## src/rtl/ocw3_read_poll_control_if.sv

```systemverilog
// +--------------------------------------------------------------------------+
// | ocw3_read_poll_control_if : CPU write/read strobes and read-data return   |
// | Revision: 1.0                                                             |
// +--------------------------------------------------------------------------+
`default_nettype none

interface ocw3_read_poll_control_if #(
  parameter int DATA_WIDTH = 8
);
  logic                  write_icw1;
  logic                  write_ocw3;
  logic [DATA_WIDTH-1:0] internal_data_bus;
  logic                  read_strobe;
  logic                  read_address_a0;
  logic [DATA_WIDTH-1:0] read_data;
  logic                  read_data_valid;

  modport master (
    output write_icw1, write_ocw3, internal_data_bus, read_strobe, read_address_a0,
    input  read_data, read_data_valid
  );

  modport slave (
    input  write_icw1, write_ocw3, internal_data_bus, read_strobe, read_address_a0,
    output read_data, read_data_valid
  );
endinterface

`default_nettype wire

```

## src/rtl/ocw3_read_poll_control.sv

```systemverilog
// +--------------------------------------------------------------------------+
// | ocw3_read_poll_control : OCW3 decode, poll command and CPU read-data mux |
// | Revision: 1.0                                                             |
// +--------------------------------------------------------------------------+
`default_nettype none

module ocw3_read_poll_control #(
  parameter int NUM_IRQ      = 8,
  parameter int DATA_WIDTH   = 8,
  parameter int LEVEL_WIDTH  = 3,
  parameter int RR_HOLD_MODE = 1
) (
  input  logic                   clock,
  input  logic                   reset_n,
  ocw3_read_poll_control_if.slave bus,
  input  logic [NUM_IRQ-1:0]     irr,
  input  logic [NUM_IRQ-1:0]     isr,
  input  logic [NUM_IRQ-1:0]     imr,
  input  logic                   interrupt_pending,
  input  logic [LEVEL_WIDTH-1:0] highest_level,
  output logic                   special_mask_mode,
  output logic                   enable_read_register,
  output logic                   read_register_isr_or_irr,
  output logic                   poll_armed,
  output logic                   poll_ack
);

  typedef enum logic [0:0] {
    IDLE  = 1'b0,
    ARMED = 1'b1
  } poll_state_t;

  poll_state_t           state;
  poll_state_t           next_state;
  logic                  read_accept;
  logic [DATA_WIDTH-1:0] poll_word;
  logic [DATA_WIDTH-1:0] read_view;
  logic                  unused_bus_bits;

  wire ocw3_esmm = bus.internal_data_bus[6];
  wire ocw3_smm  = bus.internal_data_bus[5];
  wire ocw3_poll = bus.internal_data_bus[2];
  wire ocw3_rr   = bus.internal_data_bus[1];
  wire ocw3_ris  = bus.internal_data_bus[0];

  assign unused_bus_bits = ^{bus.internal_data_bus[DATA_WIDTH-1:7], bus.internal_data_bus[4:3]};

  // A write in the same cycle as a read always wins; the read is discarded.
  assign read_accept = bus.read_strobe & ~bus.write_ocw3 & ~bus.write_icw1;
  assign poll_armed  = (state == ARMED);

  always_comb begin
    next_state = state;
    if (bus.write_icw1) begin
      next_state = IDLE;
    end else if (bus.write_ocw3) begin
      next_state = ocw3_poll ? ARMED : IDLE;
    end else if (bus.read_strobe) begin
      next_state = IDLE;
    end
  end

  always_comb begin
    poll_word                 = '0;
    poll_word[DATA_WIDTH-1]   = interrupt_pending;
    if (interrupt_pending) begin
      poll_word[LEVEL_WIDTH-1:0] = highest_level;
    end

    read_view = '0;
    if (state == ARMED) begin
      read_view = poll_word;
    end else if (bus.read_address_a0) begin
      read_view = DATA_WIDTH'(imr);
    end else if (enable_read_register) begin
      read_view = read_register_isr_or_irr ? DATA_WIDTH'(isr) : DATA_WIDTH'(irr);
    end
  end

  always_ff @(posedge clock or negedge reset_n) begin
    if (!reset_n) begin
      state <= IDLE;
    end else begin
      state <= next_state;
    end
  end

  always_ff @(posedge clock or negedge reset_n) begin
    if (!reset_n) begin
      special_mask_mode        <= 1'b0;
      enable_read_register     <= 1'b1;
      read_register_isr_or_irr <= 1'b0;
      poll_ack                 <= 1'b0;
      bus.read_data            <= '0;
      bus.read_data_valid      <= 1'b0;
    end else if (bus.write_icw1) begin
      special_mask_mode        <= 1'b0;
      enable_read_register     <= 1'b1;
      read_register_isr_or_irr <= 1'b0;
      poll_ack                 <= 1'b0;
      bus.read_data_valid      <= 1'b0;
    end else begin
      poll_ack            <= read_accept & (state == ARMED) & interrupt_pending;
      bus.read_data_valid <= read_accept;
      if (read_accept) begin
        bus.read_data <= read_view;
      end
      if (bus.write_ocw3) begin
        if (ocw3_esmm) begin
          special_mask_mode <= ocw3_smm;
        end
        if (RR_HOLD_MODE != 0) begin
          if (ocw3_rr) begin
            enable_read_register     <= 1'b1;
            read_register_isr_or_irr <= ocw3_ris;
          end
        end else begin
          enable_read_register     <= ocw3_rr;
          read_register_isr_or_irr <= ocw3_ris;
        end
      end
    end
  end

endmodule

`default_nettype wire

```

## src/flat_wrapper.sv

```systemverilog
// flat-port wrapper written by rule: the top's interface ports become plain ports
module ocw3_read_poll_control_flat 
#(
  parameter int NUM_IRQ      = 8,
  parameter int DATA_WIDTH   = 8,
  parameter int LEVEL_WIDTH  = 3,
  parameter int RR_HOLD_MODE = 1
)
  (clock, reset_n, irr, isr, imr, interrupt_pending, highest_level, special_mask_mode, enable_read_register, read_register_isr_or_irr, poll_armed, poll_ack, bus_write_icw1, bus_write_ocw3, bus_internal_data_bus, bus_read_strobe, bus_read_address_a0, bus_read_data, bus_read_data_valid);
  ocw3_read_poll_control_if #(.DATA_WIDTH(DATA_WIDTH)) bus_i ();
  input  logic clock;
  input  logic reset_n;
  input  logic [NUM_IRQ-1:0] irr;
  input  logic [NUM_IRQ-1:0] isr;
  input  logic [NUM_IRQ-1:0] imr;
  input  logic interrupt_pending;
  input  logic [LEVEL_WIDTH-1:0] highest_level;
  output logic special_mask_mode;
  output logic enable_read_register;
  output logic read_register_isr_or_irr;
  output logic poll_armed;
  output logic poll_ack;
  input wire logic [$bits(bus_i.write_icw1)-1:0] bus_write_icw1;
  input wire logic [$bits(bus_i.write_ocw3)-1:0] bus_write_ocw3;
  input wire logic [$bits(bus_i.internal_data_bus)-1:0] bus_internal_data_bus;
  input wire logic [$bits(bus_i.read_strobe)-1:0] bus_read_strobe;
  input wire logic [$bits(bus_i.read_address_a0)-1:0] bus_read_address_a0;
  output wire logic [$bits(bus_i.read_data)-1:0] bus_read_data;
  output wire logic [$bits(bus_i.read_data_valid)-1:0] bus_read_data_valid;
  assign bus_i.write_icw1 = bus_write_icw1;
  assign bus_i.write_ocw3 = bus_write_ocw3;
  assign bus_i.internal_data_bus = bus_internal_data_bus;
  assign bus_i.read_strobe = bus_read_strobe;
  assign bus_i.read_address_a0 = bus_read_address_a0;
  assign bus_read_data = bus_i.read_data;
  assign bus_read_data_valid = bus_i.read_data_valid;
  ocw3_read_poll_control #(.NUM_IRQ(NUM_IRQ), .DATA_WIDTH(DATA_WIDTH), .LEVEL_WIDTH(LEVEL_WIDTH), .RR_HOLD_MODE(RR_HOLD_MODE)) u_core (.clock(clock), .reset_n(reset_n), .bus(bus_i), .irr(irr), .isr(isr), .imr(imr), .interrupt_pending(interrupt_pending), .highest_level(highest_level), .special_mask_mode(special_mask_mode), .enable_read_register(enable_read_register), .read_register_isr_or_irr(read_register_isr_or_irr), .poll_armed(poll_armed), .poll_ack(poll_ack));
endmodule
```

## config.mk

```make
export PLATFORM = sky130hd
export DESIGN_NAME = ocw3_read_poll_control_flat
export DESIGN_NICKNAME = d
export VERILOG_FILES = /design/src/rtl/ocw3_read_poll_control_if.sv /design/src/rtl/ocw3_read_poll_control.sv /design/src/flat_wrapper.sv
export SDC_FILE = /design/constraint.sdc
export NUM_CORES = 1
export LEC_CHECK = 0
export CORE_AREA = 2 2 43 60
export CTS_BUF_LIST = sky130_fd_sc_hd__clkbuf_8
export CTS_CLUSTER_DIAMETER = 30
export DETAILED_ROUTE_END_ITERATION = 12
export DIE_AREA = 0 0 45 62
export GPL_TIMING_DRIVEN = 0
export PLACE_DENSITY = 0.87
export SLEW_MARGIN = 10
export SYNTH_ARGS = -nofsm -noshare
export SYNTH_HDL_FRONTEND = slang
export SYNTH_SLANG_ARGS = --single-unit
export TNS_END_PERCENT = 20
```

## constraint.sdc

```tcl
create_clock -name clock -period 1.7 [get_ports clock]
set_input_delay 0.255 -clock clock [delete_from_list [all_inputs] [get_ports clock]]
set_output_delay 0.255 -clock clock [all_outputs]
set_load 0.005 [all_outputs]
```

==> flow_summary.ini <==
[status]
status = complete, no violations

[worst_setup_path]
critical-path-max-stage-delay_ns = 0.61
cp_slowest_cell = clkdlybuf4s50_1
rr_worst_depth = 4
crit_chain = clkdlybuf4s50_1 -> clkbuf_1 -> nand3b_1 -> o311a_1 -> o21ai_1
crit_cells = 5
cp-end-kind = register
cp.required_ns = 1.87
cp.buffers_inverters = 2
crit_fanout = 10
critPathArrivalTime_ns = 1.71
critPathKind = in2reg
critPathTopFamily = buffers and inverters
start_kind = input pin

[clock_tree]
htreeDepth = 1
ctsHoldBuffers = 0
ctsResizeCount = 0
cts_sinks = 13
clk_latency_ns = 0.24
cts_root_buf = clkbuf_8
cts_inserted_buffers = 3
clkTransAtPathRegs_ns = 0.06
cts_buffer_depth = 2
postCtsSetupBuffers = 0
cts_tree = done

[floorplan]
die_area_um2 = 2790
fp.dieH_um = 62
start_util_pct = 31.5
row_count = 21
coreArea_um2 = 2310
die_x_um = 45
boundaryPins = 56

[sta]
worstMarginPinSlew_ns = 0.596
period_minus_slack_ns = 1.54
rsz0062_at_grt = false
max_freq_ghz = 0.650
min_period_over_period_pct = 90.5
final_hold_viol_count = 0
slew_headroom_pct = 60.2
setup_viol = 0
fin_worst_skew_ns = 0.00568
fin_ws_ns = 0.161
final_max_slew_viol_count = 0

[synth]
yosysUniqueCellTypes = 24
synth_edf_count = 0
ys_ff_latch = 13
ys_seq_area_share_pct = 44.7
syn_nets = 117
synthArstFlopShare_pct = 100
ys_top_cells_by_count = dfrtp_1, nand2b_1, a21oi_1, nand2_1, nor2_1
synthFlopType = dfrtp_1
synth_area_leader_cell = dfrtp_1
syn_inst = 75
synth_top_cell_area_share_pct = 44.7
yosysWarnings = 0
avgSynthCellArea_um2 = 9.71
synth.most_common_cell = dfrtp_1
synth_area_leaders = dfrtp_1, nand2b_1, a32o_1
synth_area_um2 = 728

[detailed_routing]
drt-total-wl_um = 2220
vias = 789
first_pass_iters = 4
drc = 0
final_antenna_net_count = 0
vias_per_cell = 5.16
wl_per_cell_um = 14.5
drt-initial-drc-count = 10

[power_and_ir_drop]
seq_power_share_pct = 40.2
ir_drop_mv = 0.376
cellPowerDensity_nw_per_um2 = 706
p_total_uw = 927
power_frac_comb_pct = 30.4
sw_frac_of_total_pct = 24.2
intPower_uw = 703
cellLeakagePower_uw = 0.000538
pwr-share-clk_pct = 29.4
p_sw_uw = 224

[final_layout]
n_antenna_cell = 0
finish.utilization_pct = 56.8
drive_gt1_share_pct = 8.46
area_growth_syn_to_layout_pct = 80.2
design_area_um2 = 1310
fillers = 231
instances_no_fill = 153
multi_input_area_um2 = 362
final-seq-area_um2 = 325
fin_nets = 173

[grt]
antenna_found_initial = 0
grt-ovfl-total = 0
grt_pass1_wl_um = 3240
grt_usage_pct = 16.4
grt_max_degree = 14
grt_pass1_vias = 787

[hold_path]
hp-class = in2async

[place]
placed_cell_area_um2 = 1270
dp_slack_ns = -0.0865
place.gp.congestion = 0.775
io_buffers = 51
place_hpwl_um = 1770
dp_cells = 149

[run]
drv_cap = 0
[cells in the final DEF, fill, tap and decap left out, drive strengths merged, types with 2 or more instances in the layout]
cell,Yosys,final
o211ai,3,3
nand3,2,2
inv,2,3
a21oi,6,6
nor2,6,6
a32o,4,4
a211o,4,4
clkdlybuf4s50,0,51
mux2,3,3
a31oi,3,3
nand2b,7,7
buf,3,3
nand2,6,6
clkbuf,2,5
dfrtp,13,13
nor2b,4,4
[through the flow]
| stage | TNS, ns | hold slack [ns] |
|---|---|---|
| 6_report | 0 | 0.388 |
| 5_1_grt | 0 | 0.445 |
| 4_1_cts | 0 | 0.412 |
| 3_5_place_dp | -0.378 | 0.480 |
| 3_3_place_gp | -0.0631 | 0.475 |
| 2_1_floorplan | 0 | -0.0406 |
[routing by layer]
layer	share of wire, %	up-vias	global-route usage (%)
met5	0	-	0
met4	1.8	0	8.82
li1	-	376	-
met2	54	40	32.9
met3	8.1	4	2.60
met1	36	369	15.2
[state kept, by name, summed over array words and instances, names as in the netlist]
signal / flops
u_core.bus.read_data: 8
u_core.bus.read_data_valid: 1
u_core.poll_ack: 1
u_core.poll_armed: 1
u_core.read_register_isr_or_irr: 1
u_core.special_mask_mode: 1
[worst paths after layout]
path / startpoint / endpoint / slack (ns)
min: reset_n / u_core.special_mask_mode / 0.39
max reg2reg: u_core.read_register_isr_or_irr / u_core.bus.read_data[2] / 0.33
min in group clock: u_core.bus.read_data[7] / u_core.bus.read_data[7] / 0.49
max: bus_read_address_a0 / u_core.bus.read_data[7] / 0.16
min reg2reg: u_core.bus.read_data[7] / u_core.bus.read_data[7] / 0.49
max in group asynchronous: reset_n / u_core.bus.read_data[2] / 0.92
[layout make-up]
type	count	share of cell area [%]
clock buffers	3	3.15
inverters	2	0.572
plain buffers	5	2.57
clock inverters	1	0.286
repair buffers	51	38.9
well taps	23	2.19
flip-flops and latches	13	24.8
multi-input cells	55	27.6
[power groups by stage]
stage	logic [uW]	registers, uW	clock network, uW
2_1_floorplan	86.1	378	0
3_3_place_gp	277	376	0
3_5_place_dp	284	378	0
4_1_cts	286	372	281
5_1_grt	306	375	289
6_report	282	372	273
[cell families after synthesis]
group | Yosys count | synth area share [%]
simple gates | 28 | 21.0
other cells | 1 | 0.515
mux | 4 | 6.01
buf+inv | 7 | 5.67
compound gates | 22 | 22.2
flops | 13 | 44.7
Power figures use the tool's default switching activity.
